File: src/rtl/sum_accumulator.sv
// Accumulates NUM_SAMPLES unsigned 16-bit samples through an external adder and
// presents the wrapped sum with a sticky carry-out flag behind a valid/ready handshake.
module sum_accumulator #(
   parameter int unsigned NUM_SAMPLES = 4
) (
   input  logic        clk,
   input  logic        reset,
   input  logic        clear,
   input  logic [15:0] in_data,
   input  logic        in_valid,
   output logic        in_ready,
   output logic [15:0] add_a,
   output logic [15:0] add_b,
   output logic        add_cin,
   input  logic [15:0] add_sum,
   input  logic        add_overflow,
   output logic [15:0] result,
   output logic        result_overflow,
   output logic        out_valid,
   input  logic        out_ready
);

   typedef enum logic [1:0] {
      ST_IDLE  = 2'd0,
      ST_ACCUM = 2'd1,
      ST_DONE  = 2'd2
   } state_t;

   localparam logic [7:0] LAST_CNT = 8'(NUM_SAMPLES - 1);

   state_t      state_q;
   state_t      state_d;
   logic [15:0] acc_q;
   logic [15:0] acc_d;
   logic [7:0]  count_q;
   logic [7:0]  count_d;
   logic        ovf_q;
   logic        ovf_d;

   logic        in_ready_s;
   logic        out_valid_s;
   logic        accept_s;
   logic        handoff_s;

   assign in_ready_s  = (state_q != ST_DONE);
   assign out_valid_s = (state_q == ST_DONE);
   assign accept_s    = in_valid & in_ready_s;
   assign handoff_s   = out_valid_s & out_ready;

   assign add_a           = acc_q;
   assign add_b           = in_data;
   assign add_cin         = 1'b0;
   assign in_ready        = in_ready_s;
   assign out_valid       = out_valid_s;
   assign result          = acc_q;
   assign result_overflow = ovf_q;

   // Next-state logic: clear outranks both sample acceptance and result handoff
   always_comb begin
      state_d = state_q;
      acc_d   = acc_q;
      count_d = count_q;
      ovf_d   = ovf_q;
      if (clear) begin
         state_d = ST_IDLE;
         acc_d   = 16'd0;
         count_d = 8'd0;
         ovf_d   = 1'b0;
      end else begin
         case (state_q)
            ST_IDLE: begin
               if (accept_s) begin
                  state_d = ST_ACCUM;
                  acc_d   = add_sum;
                  count_d = count_q + 8'd1;
                  ovf_d   = ovf_q | add_overflow;
               end else begin
                  state_d = ST_IDLE;
               end
            end
            ST_ACCUM: begin
               if (accept_s) begin
                  acc_d   = add_sum;
                  count_d = count_q + 8'd1;
                  ovf_d   = ovf_q | add_overflow;
                  if (count_q == LAST_CNT) begin
                     state_d = ST_DONE;
                  end else begin
                     state_d = ST_ACCUM;
                  end
               end else begin
                  state_d = ST_ACCUM;
               end
            end
            ST_DONE: begin
               if (handoff_s) begin
                  state_d = ST_IDLE;
                  acc_d   = 16'd0;
                  count_d = 8'd0;
                  ovf_d   = 1'b0;
               end else begin
                  state_d = ST_DONE;
               end
            end
            default: begin
               state_d = ST_IDLE;
               acc_d   = 16'd0;
               count_d = 8'd0;
               ovf_d   = 1'b0;
            end
         endcase
      end
   end

   // State and datapath registers with synchronous reset
   always_ff @(posedge clk) begin
      if (reset) begin
         state_q <= ST_IDLE;
         acc_q   <= 16'd0;
         count_q <= 8'd0;
         ovf_q   <= 1'b0;
      end else begin
         state_q <= state_d;
         acc_q   <= acc_d;
         count_q <= count_d;
         ovf_q   <= ovf_d;
      end
   end

endmodule

File: config.mk
export PLATFORM = sky130hd
export DESIGN_NAME = sum_accumulator
export DESIGN_NICKNAME = d
export VERILOG_FILES = /design/src/rtl/sum_accumulator.sv
export SDC_FILE = /design/constraint.sdc
export NUM_CORES = 1
export LEC_CHECK = 0
export ABC_CLOCK_PERIOD_IN_PS = 1500
export BUFFER_PORTS_ARGS = -buffer_cell sky130_fd_sc_hd__buf_4
export CAP_MARGIN = 0
export CORE_UTILIZATION = 42
export DETAILED_ROUTE_END_ITERATION = 8
export PLACE_DENSITY = 0.79
export RECOVER_POWER = 25
export SLEW_MARGIN = 0
export SYNTH_ARGS = -nofsm -noshare
export SYNTH_HDL_FRONTEND = slang
export SYNTH_SLANG_ARGS = --single-unit
export TNS_END_PERCENT = 1
File: constraint.sdc
create_clock -name clk -period 1.5 [get_ports clk]
set_input_delay 0.45 -clock clk [delete_from_list [all_inputs] [get_ports clk]]
set_output_delay 0.45 -clock clk [all_outputs]
set_load 0.02 [all_outputs]
# After elaboration in Yosys (flattened, before gate mapping)

Index checks and enable logic that the tools add are counted.

Register bits: 27
Bits in latches: 0
RAM bits: 0
ROM bits: 0
Input port bits: 38
Output and inout bits: 52
Logic and storage cells: 32
Memories kept: 0

$add $sub $neg: 1
Multiply operators: 0
Divide/modulo/power cells: 0
Magnitude comparators: 0
Eq/ne operators: 6
Shifts and indexed selects: 0
Multiplexer cells: 14
Bitwise logic cells: 3
Reductions and logical operators: 4

Operator list:

| kind                                                | count |
|---|---|
| 2-to-1 mux 16 bit                                   | 2 |
| one-hot mux 16 bit (2 select lines)                 | 1 |
| 2-to-1 mux 8 bit                                    | 2 |
| one-hot mux 8 bit (2 select lines)                  | 1 |
| adder 8 x 1 -> 8 bit, second input constant         | 1 |
| equality test 8 x 2 -> 1 bit, second input constant | 1 |
| 2-to-1 mux 2 bit                                    | 3 |
| one-hot mux 2 bit (3 select lines)                  | 1 |
| != test 2 x 1 -> 1 bit, second input constant       | 2 |
| OR reduction 2 bit                                  | 2 |
| 2-to-1 mux 1 bit                                    | 3 |
| bitwise AND 1 bit                                   | 2 |
| equality test 2 x 1 -> 1 bit, second input constant | 1 |
| equality test 2 bit, second input constant          | 1 |
| zero test 2 bit                                     | 1 |
| != test 2 bit, second input constant                | 1 |
| one-hot mux 1 bit (2 select lines)                  | 1 |
| AND reduction 2 bit                                 | 1 |
| bitwise OR 1 bit                                    | 1 |

# Longest topological paths before layout

Gate-level depths: netlist of run 1.

Word-level depth: 4
Gate-level depth with buffers: 4
Depth with buffers taken out: 4

# Worst setup path before layout of run 1

No wires, ideal clock.

Kind: register to output
Start: register state_q[1]
End: output in_ready
Data arrival time: 1.187 ns
Required time: 1.050 ns
Setup slack: -0.137 ns
Cell stages (with the launch flop): 4
Path buffers: 1
Cell sequence: dfxtp_1 > clkbuf_1 > nor2b_1 > inv_1

Word-level cells in the longest chain between the ends: 1

Ends and longest elaborated chain:

| what                   | RTL line | text |
|---|---|---|
| from (decl)            | 31       | `state_t state_q;` |
| from (signal assigned) | 123      | `state_q <= state_d;` |
| != test 2 bit          | 45       | `assign in_ready_s = (state_q != ST_DONE);` |
| to (decl)              | 11       | `output logic in_ready,` |

No other way between the ends.

# Worst setup path in the final report of run 1

Ends and elaborated chain as after synthesis.

==> results.yml, run 1 <==
timing:
  finClkSkew_ps: 3.698
  layout_min_cycle_time_ps: 1529
  fin_crit_sh_pct: 101.9
  final_max_slew_viol_count: 0
  rsz0062_at_grt: "yes"
  max_freq_mhz: 654.0
  hold_ws_ps: 382.1
  final_hold_viol_count: 0
  layout_setup_ws_ps: -29.04
  setup-violations-final: 2
setup_path:
  critPathKind: "flip-flop to primary output"
  setup.worst_path.end_class: "primary output"
  crit_chain: "buf_6 -> nor2b_4 -> inv_2 -> buf_6"
  crit_arrival_ps: 1080
  critPathMaxStageDelay_ps: 370
  critPathLaunchType: "flip-flop"
  cp.required_ps: 1050
  cp_max_fo: 2
  slowest_stage: "dfxtp_4"
  cp_num_buf_inv: 3
  crit_family: "flip-flops"
  cp_common_cell: "buf_6"
clock_tree:
  cts-hold-fix-buffers: 0
  cts_buffers: 3
  cts_root_buffer: "clkbuf_4"
  cts_tree: "yes"
  clock_path_buffers: 2
  htreeDepth: 1
  clk_pin_slew_ps: 140
  cts.sinks: 27
  clkLatencyLatePin_ps: 320
finish:
  fin_area_mm2: 0.001829
  fin_nets: 242
  fin_cells: 246
  antenna_cells: 0
  postLayoutCoreUtil_pct: 57.56
  area_delta_synth_final_pct: 25.93
  layout-drive-gt1-share_pct: 44.06
global_routing:
  overflow: 0
  grt_max_degree: 23
  grt_pass1_wl_mm: 4.961
  grt_pass1_vias: 1099
  track_usage_pct: 18.06
  antenna_found_initial: 0
die:
  fp.dieW_um: 60.81
  std_cell_rows: 20
  core_region_area_mm2: 0.003178
  start_util_pct: 45.71
  die_y_um: 60.81
  dieArea_mm2: 0.003698
  io-pin-count: 90
yosys:
  yosys.area_share.simple_pct: 20.76
  synth_edf_count: 0
  synth.most_common_cell: "buf_4"
  ys_seq_area_share_pct: 37.21
  synth_compound_area_share_pct: 19.12
  synth-xor-area-share_pct: 0
  synth_cells: 170
  syn_avg_cell_area_um2: 8.545
  ys_seq_elements: 27
  yosys.area_share.adder_pct: 0.8613
  netlist_area_mm2: 0.001453
  yosys.area.top_type: "dfxtp_1"
  async_reset_ff_share_pct: 0
  ys_warn_count: 0
  postSynthNetCount: 209
  synth_top_area_share_pct: 37.21
  muxShareOfSynthArea_pct: 0.6891
  ys_types: 30
  synthTopCellsByArea: "dfxtp_1 (37%), buf_4 (17%), nand3b_1 (9.3%), a21oi_1 (7.9%), o21ai_0 (6.9%)"
  synth_top_family_by_area: "buffers and inverters"
  synth_commonest_cells: "buf_4 (33), dfxtp_1 (27), a21oi_1 (23)"
  synth_ff_type: "dfxtp_1"
drt:
  met2_length_mm: 1.574
  viasPerCell: 5.215
  vias: 1283
  drt-met1-wl_mm: 1.426
  wl_mm: 3.281
  antenna_left: 0
  drc: 0
  first_iter_violations: 35
  wl_met3_um: 237
  wire_per_inst_um: 13.34
  drtPass1Iterations: 4
  maxUsedRoutingLayer: "met4"
place:
  gp_congestion: 0.7784
  dp_cells: 239
  dp_hpwl_mm: 2.330
  placed_cell_area_mm2: 0.001747
  numPortBuffers: 56
power_and_ir_drop:
  ir_drop_mv: 0.3238
  power_density_mw_per_mm2: 689.5
  leakage_uw: 0.0007458
  total_power_uw: 1261
outcome:
  status: "finished, violations left"
  violations: "setup timing"
flow_run:
  max-cap-violations: 0
worst_hold_path:
  hp-class: "primary input to flip-flop"
layout by cell type, fill, tap and decap left out, types with 2 or more instances in the layout:
cell type  count
dfxtp_1       25
or2_2          2
nand3b_1      18
a21oi_2        2
clkbuf_4       3
or4_4          2
buf_6          2
o31ai_1        5
nor3_1         2
a21oi_1       21
nand3_1        4
buf_4         69
or4_1          3
nor2_1         2
o21ai_0       20
cells by family after synthesis:
logic type	count (synthesis)
buf+inv	46
simple gates	43
mux	1
fa+ha+maj	1
flops	27
other cells	1
compound gates	51
through the flow:
| stage | TNS [ps] | setup WS (ps) |
|---|---|---|
| floorplan | 0 | 81.29 |
| global placement | 0 | 48.75 |
| detailed placement | 0 | 37.37 |
| CTS | -58.75 | -32.91 |
| global route | -280.4 | -87.69 |
| finish | -41.09 | -29.04 |
final timing paths:
check | from | endpoint | slack [ps] | cells after the start
min reg2reg | add_a[15] | add_a[15] | 500 | 2
max reg2reg | state_q[1] | count_q[4] | 0 | 5
max | state_q[1] | in_ready | -30 | 4
min | add_sum[10] | add_a[10] | 380 | 3
repair_timing:
action	in CTS	in global routing
pin swaps	4	1
buffers inserted	4	0
gates resized for setup	6	5
endpoints found under the setup margin	2	8
layout make-up:
type | instances | area [um2]
Timing Repair Buffer | 72 | 560.5
Sequential cell | 27 | 545.5
Tap cell | 44 | 55.05
Fill cell | 295 | 1349
Inverter | 2 | 7.507
Clock buffer | 4 | 26.28
Multi-Input combinational cell | 97 | 634.4
sequential cells by signal, summed over array words and instances, names as in the netlist:
signal / cells
count_q: 8
state_q: 2
result_overflow: 1
add_a: 16
where the power goes:
group | switching (uW) | internal, uW
clock network | 210 | 104
registers | 14.1 | 733
logic | 101 | 99.2
metal layers:
layer | vias to the layer above | track usage (%)
li1 | 638 | -
met1 | 571 | 22.51
met2 | 64 | 31.40
met3 | 10 | 2.132
met4 | 0 | 7.792
met5 | - | 0
tightest hold or removal path, delay by kind of cell:
family	cells	cell delay, ps
simple gates	1	60
compound gates	1	50
buf+inv	1	110
(Power assumes the default switching activity.)
==> inputs of run 2 (changes only) <==
BUFFER_PORTS_ARGS = -buffer_cell sky130_fd_sc_hd__buf_2   (was -buffer_cell sky130_fd_sc_hd__buf_4)
RECOVER_POWER = not set   (was 25)
REMOVE_ABC_BUFFERS = 1   (was not set)
==> run 2 against run 1 <==
Effect of this change: the flow still finishes with violations (setup timing); maximum frequency up 0.56%; global-route usage up 0.48 points; clock power fell by 3%; flip-flop and latch count unchanged; combinational power fell by 17%; sequential share of layout area grew 2.7 points.
==> results.yml, run 2 (same netlist as run 1, synthesis figures left out) <==
finish:
  area_delta_synth_final_pct: 14.73
  layout-drive-gt1-share_pct: 42.50
  fin_cells: 244
  fin_nets: 240
  layout_commonest_cell: "buf_2"
  final_cell_mix: "buf_2 (54), dfxtp_1 (26), a21oi_1 (22), o21ai_0 (20), nand3b_1 (18)"
  largest_reg_flops: 16
  antenna_cells: 0
timing:
  max_freq_mhz: 657.6
  rsz0062_at_grt: "yes"
  fin_crit_sh_pct: 101.4
  finClkSkew_ps: 10.89
  layout_min_cycle_time_ps: 1521
  final_hold_viol_count: 0
  final_max_slew_viol_count: 0
  layout_setup_ws_ps: -20.58
  setup-violations-final: 2
setup_path:
  r2r-end: "count_q[5]"
  crit_family: "flip-flops"
  cp_num_buf_inv: 3
  slowest_stage: "dfxtp_2"
  critPathMaxStageDelay_ps: 370
  critPathKind: "flip-flop to primary output"
  setup.worst_path.end_class: "primary output"
  r2r-start: "state_q[1]"
  crit_chain: "buf_6 -> nor2b_4 -> inv_2 -> buf_6"
  critPathLaunchType: "flip-flop"
  r2r_setup_slack_ps: 10
  cp.required_ps: 1050
  ff2ff_path_depth: 5
  crit_arrival_ps: 1070
  cp_common_cell: "buf_6"
  cp_max_fo: 2
clock_tree:
  cts-hold-fix-buffers: 0
  cts_buffers: 3
  clkLatencyLatePin_ps: 320
  htreeDepth: 1
  cts.sinks: 27
  clock_path_buffers: 2
  clk_pin_slew_ps: 140
  cts_root_buffer: "clkbuf_4"
  cts_tree: "yes"
die:
  std_cell_rows: 20
  core_region_area_mm2: 0.003178
  io-pin-count: 90
  dieArea_mm2: 0.003698
  fp.dieW_um: 60.81
  start_util_pct: 45.71
  die_y_um: 60.81
drt:
  drc: 0
  first_iter_violations: 42
  viasPerCell: 5.242
  antenna_left: 0
  drtPass1Iterations: 4
  wire_per_inst_um: 13.66
  vias: 1279
  wl_mm: 3.334
power_and_ir_drop:
  total_power_uw: 1218
  power_density_mw_per_mm2: 730.6
  pwr-share-seq_pct: 61.4
  ir_drop_mv: 0.6192
  p_comb_share_pct: 13.6
  netSwitchingFraction_pct: 25.90
  clockPowerShare_pct: 25.0
  switchingPower_uw: 315.3
  leakage_uw: 0.0007203
  internal_power_uw: 902.3
global_routing:
  overflow: 0
  grt_pass1_vias: 1095
  antenna_found_initial: 0
  grt_max_degree: 24
  grt_pass1_wl_mm: 5.002
  track_usage_pct: 18.54
place:
  preCtsSetupSlack_ps: 6.434
  gp_congestion: 0.7977
  dp_hpwl_mm: 2.439
  dp_cells: 238
  numPortBuffers: 56
outcome:
  status: "finished, violations left"
  violations: "setup timing"
flow_run:
  max-cap-violations: 0
worst_hold_path:
  whs_path_depth: 3
  hp-class: "primary input to flip-flop"
  min_from: "add_sum[1]"
  worst_hold_path.endpoint: "add_a[1]"
[run 2: cell types whose count changed in the layout (fill, tap and decap cells not counted)]
cell,before,now
nor4_2,1,0
nor4_1,1,2
a21oi_1,21,22
dfxtp_1,25,26
buf_4,69,13
a21oi_2,2,1
clkinv_2,0,1
dfxtp_4,1,0
buf_2,0,54
clkbuf_1,1,0
[run 2: worst reg2reg max path, cell delays in order, from the launching register on]
cell	delay [ps]
dfxtp_2	360
buf_4	140
nor3b_4	150
buf_12	160
or4_1	500
a21oi_1	150
[run 2: layer usage]
| layer | track usage [%] | up-vias | share of wire, % |
|---|---|---|---|
| li1 | - | 631 | - |
| met1 | 23.51 | 583 | 47 |
| met2 | 29.20 | 63 | 45 |
| met3 | 8.316 | 2 | 7.6 |
| met4 | 3.896 | 0 | 0.81 |
| met5 | 0 | - | 0 |
[run 2: timing repair]
action | CTS | global route
buffers inserted | 2 | 0
gates resized for setup | 8 | 3
gates cloned | 0 | 0
endpoints found under the setup margin | 2 | 6
pin swaps | 0 | 2
[run 2: area by class of cell]
class | instances | area, um2
clock buffer | 3 | 22.52
sequential | 27 | 541.8
fill | 325 | 1511
timing repair buffer | 70 | 410.4
inverter | 2 | 7.507
multi-input combinational | 97 | 624.3
clock inverter | 1 | 5.005
tap | 44 | 55.05
[run 2: metrics by stage]
| stage | instance area [um2] | utilization (%) | hold slack [ps] | setup TNS, ps |
|---|---|---|---|---|
| finish | 1667 | 52.44 | 375.9 | -33.52 |
| floorplan | 1154 | - | 449.1 | -2154 |
| global route | 1667 | 52.44 | 363.8 | -259.1 |
| global placement | 1592 | 50.08 | 467.1 | 0 |
| CTS | 1655 | 52.09 | 368.4 | -25.42 |
| detailed placement | 1592 | 50.08 | 476.5 | 0 |
[run 2: how the worst max path moves through the flow]
stage                     from               to  slack, ps  cells past startpoint
CTS                 state_q[1]         in_ready        -20                      4
detailed placement   out_ready       count_q[5]          6                      5
global placement     out_ready       count_q[6]         40                      5
global route        state_q[1]         in_ready        -90                      4
floorplan           state_q[1]  result_overflow       -140                      3
finish              state_q[1]         in_ready        -20                      4
[run 2: power groups by stage]
stage / registers [uW] / logic [uW] / clock network, uW
2_1_floorplan: 797 / 46.1 / 0
3_3_place_gp: 763 / 164 / 0
3_5_place_dp: 763 / 166 / 0
4_1_cts: 748 / 167 / 318
5_1_grt: 751 / 184 / 354
6_report: 748 / 166 / 304
==> inputs of run 3 (changes only) <==
ABC_AREA = 1   (was not set)
CORE_UTILIZATION = 40   (was 42)
PLACE_DENSITY = 0.75   (was 0.79)
==> run 3 against run 2 <==
Effect of this change: the flow now finishes without violations; routed wire length is 9.6% lower; highest routed layer unchanged; first-iteration DRC count down 17%; clock power is 37% higher; largest power group unchanged.
==> results.yml, run 3 <==
outcome:
  status: "finished clean"
drt:
  met2_length_mm: 1.339
  drt-met1-wl_mm: 1.372
  wire_per_inst_um: 11.24
  first_iter_violations: 35
  vias: 1219
  wl_mm: 3.013
  wl_met3_um: 267
  drc: 0
  antenna_left: 0
  drtPass1Iterations: 4
  viasPerCell: 4.549
  maxUsedRoutingLayer: "met4"
die:
  io-pin-count: 90
  die_y_um: 63.32
  dieArea_mm2: 0.004009
  start_util_pct: 43.36
  std_cell_rows: 21
  core_region_area_mm2: 0.003468
  fp.dieW_um: 63.32
global_routing:
  antenna_found_initial: 0
  grt_max_degree: 18
  grt_pass1_wl_mm: 4.629
  track_usage_pct: 14.37
  grt_pass1_vias: 1044
  overflow: 0
timing:
  hold_ws_ps: 422.9
  fin_crit_sh_pct: 94.42
  final_hold_viol_count: 0
  layout_min_cycle_time_ps: 1416
  rsz0062_at_grt: "no"
  final_max_slew_viol_count: 0
  max_freq_mhz: 706.1
  setup-violations-final: 0
  final.setup.tns_ps: 0
  finClkSkew_ps: 1.877
yosys:
  synth_ff_type: "dfxtp_1"
  synth-xor-area-share_pct: 0
  yosys.area_share.adder_pct: 0.8319
  ys_seq_elements: 27
  yosys.area_share.simple_pct: 21.46
  synth_compound_area_share_pct: 17.14
  synthTopCellsByArea: "dfxtp_1 (36%), buf_4 (17%), a21oi_4 (11%), nand2_1 (8.7%), nor2_1 (7.7%)"
  ys_types: 22
  ys_warn_count: 0
  syn_avg_cell_area_um2: 7.792
  synth_cells: 193
  muxShareOfSynthArea_pct: 0
  synth.most_common_cell: "nand2_1"
  synth_edf_count: 0
  synth_commonest_cells: "nand2_1 (35), buf_4 (34), nor2_1 (31)"
  synth_top_family_by_area: "buffers and inverters"
  yosys.area.top_type: "dfxtp_1"
  synth_top_area_share_pct: 35.94
  netlist_area_mm2: 0.001504
  ys_seq_area_share_pct: 35.94
  async_reset_ff_share_pct: 0
power_and_ir_drop:
  power_density_mw_per_mm2: 873.9
  leakage_uw: 0.0008115
  ir_drop_mv: 0.4130
setup_path:
  crit_family: "flip-flops"
  crit_arrival_ps: 970
  cp_num_buf_inv: 3
  setup.worst_path.end_class: "primary output"
  crit_chain: "inv_1 -> nand2_2 -> inv_1 -> buf_2"
  slowest_stage: "dfxtp_1"
  cp_max_fo: 3
  critPathKind: "flip-flop to primary output"
  cp_common_cell: "inv_1"
  critPathMaxStageDelay_ps: 320
  cp.required_ps: 1050
  critPathLaunchType: "flip-flop"
place:
  numPortBuffers: 56
  dp_cells: 264
  dp_hpwl_mm: 2.282
  gp_congestion: 0.8325
clock_tree:
  post_cts_resized: 0
  cts_buffers: 3
  cts_setup_buffers: 0
  clk_pin_slew_ps: 90
  htreeDepth: 1
  cts.sinks: 27
  cts-hold-fix-buffers: 0
  cts_root_buffer: "clkbuf_8"
  clock_path_buffers: 2
  cts_tree: "yes"
  clkLatencyLatePin_ps: 270
finish:
  fin_cells: 268
  antenna_cells: 0
  area_delta_synth_final_pct: 10.65
  layout_commonest_cell: "buf_2"
  layout-drive-gt1-share_pct: 37.39
  largest_reg_flops: 16
  final_cell_mix: "buf_2 (56), nand2_1 (34), nor2_1 (31), dfxtp_1 (26), inv_1 (18)"
  fin_nets: 262
worst_hold_path:
  hp-class: "primary input to flip-flop"
flow_run:
  max-cap-violations: 0
==> run 3: worst paths after layout <==
check	from	endpoint	slack, ps	cells after the start
worst min-delay path	add_sum[9]	add_a[9]	420	3
worst min register to register	count_q[4]	count_q[4]	470	2
worst max register to register	state_q[1]	count_q[7]	220	8
worst max-delay path	state_q[0]	out_valid	80	4
==> run 3: cell type report <==
class	count	area, um2
Timing Repair Buffer	63	345.3
Clock buffer	3	41.29
Multi-Input combinational cell	109	599.3
Clock inverter	1	7.507
Sequential cell	27	541.8
Tap cell	46	57.56
Inverter	19	71.32
Fill cell	378	1804
==> run 3: power breakdown <==
group | leakage (uW) | switching [uW] | internal (uW)
combinational | 0.000569 | 168 | 104
clock | 0.0000217 | 228 | 188
sequential | 0.000221 | 20.1 | 746
==> run 3: worst register-to-register path, delay by kind of cell, from the launching register on <==
kind                   cells  cell delay (ps)
and+or+nand+nor            6              560
DFF                        1              400
buffers and inverters      2              220
==> run 3: cell families after synthesis <==
kind of cell	Yosys count
other	1
and+or+nand+nor	78
buffers and inverters	57
adders and majority gates	1
DFF	27
AOI/OAI and AO/OA	29
==> run 3: metal layers <==
layer	vias up	track usage, %
li1	618	-
met1	544	18.72
met2	55	21.64
met3	2	4.710
met4	0	5.114
met5	-	4.167
==> run 3: per-stage QoR <==
stage,instance area (um2),setup slack [ps],total power [uW],util [%]
final,1664,83.72,1454,47.98
after global routing,1664,20.09,1526,47.98
after CTS,1660,18.25,1468,47.87
after detailed placement,1612,-38.55,1057,46.46
after global placement,1612,12.59,1051,46.46
after floorplan,1209,-408.3,946.8,-
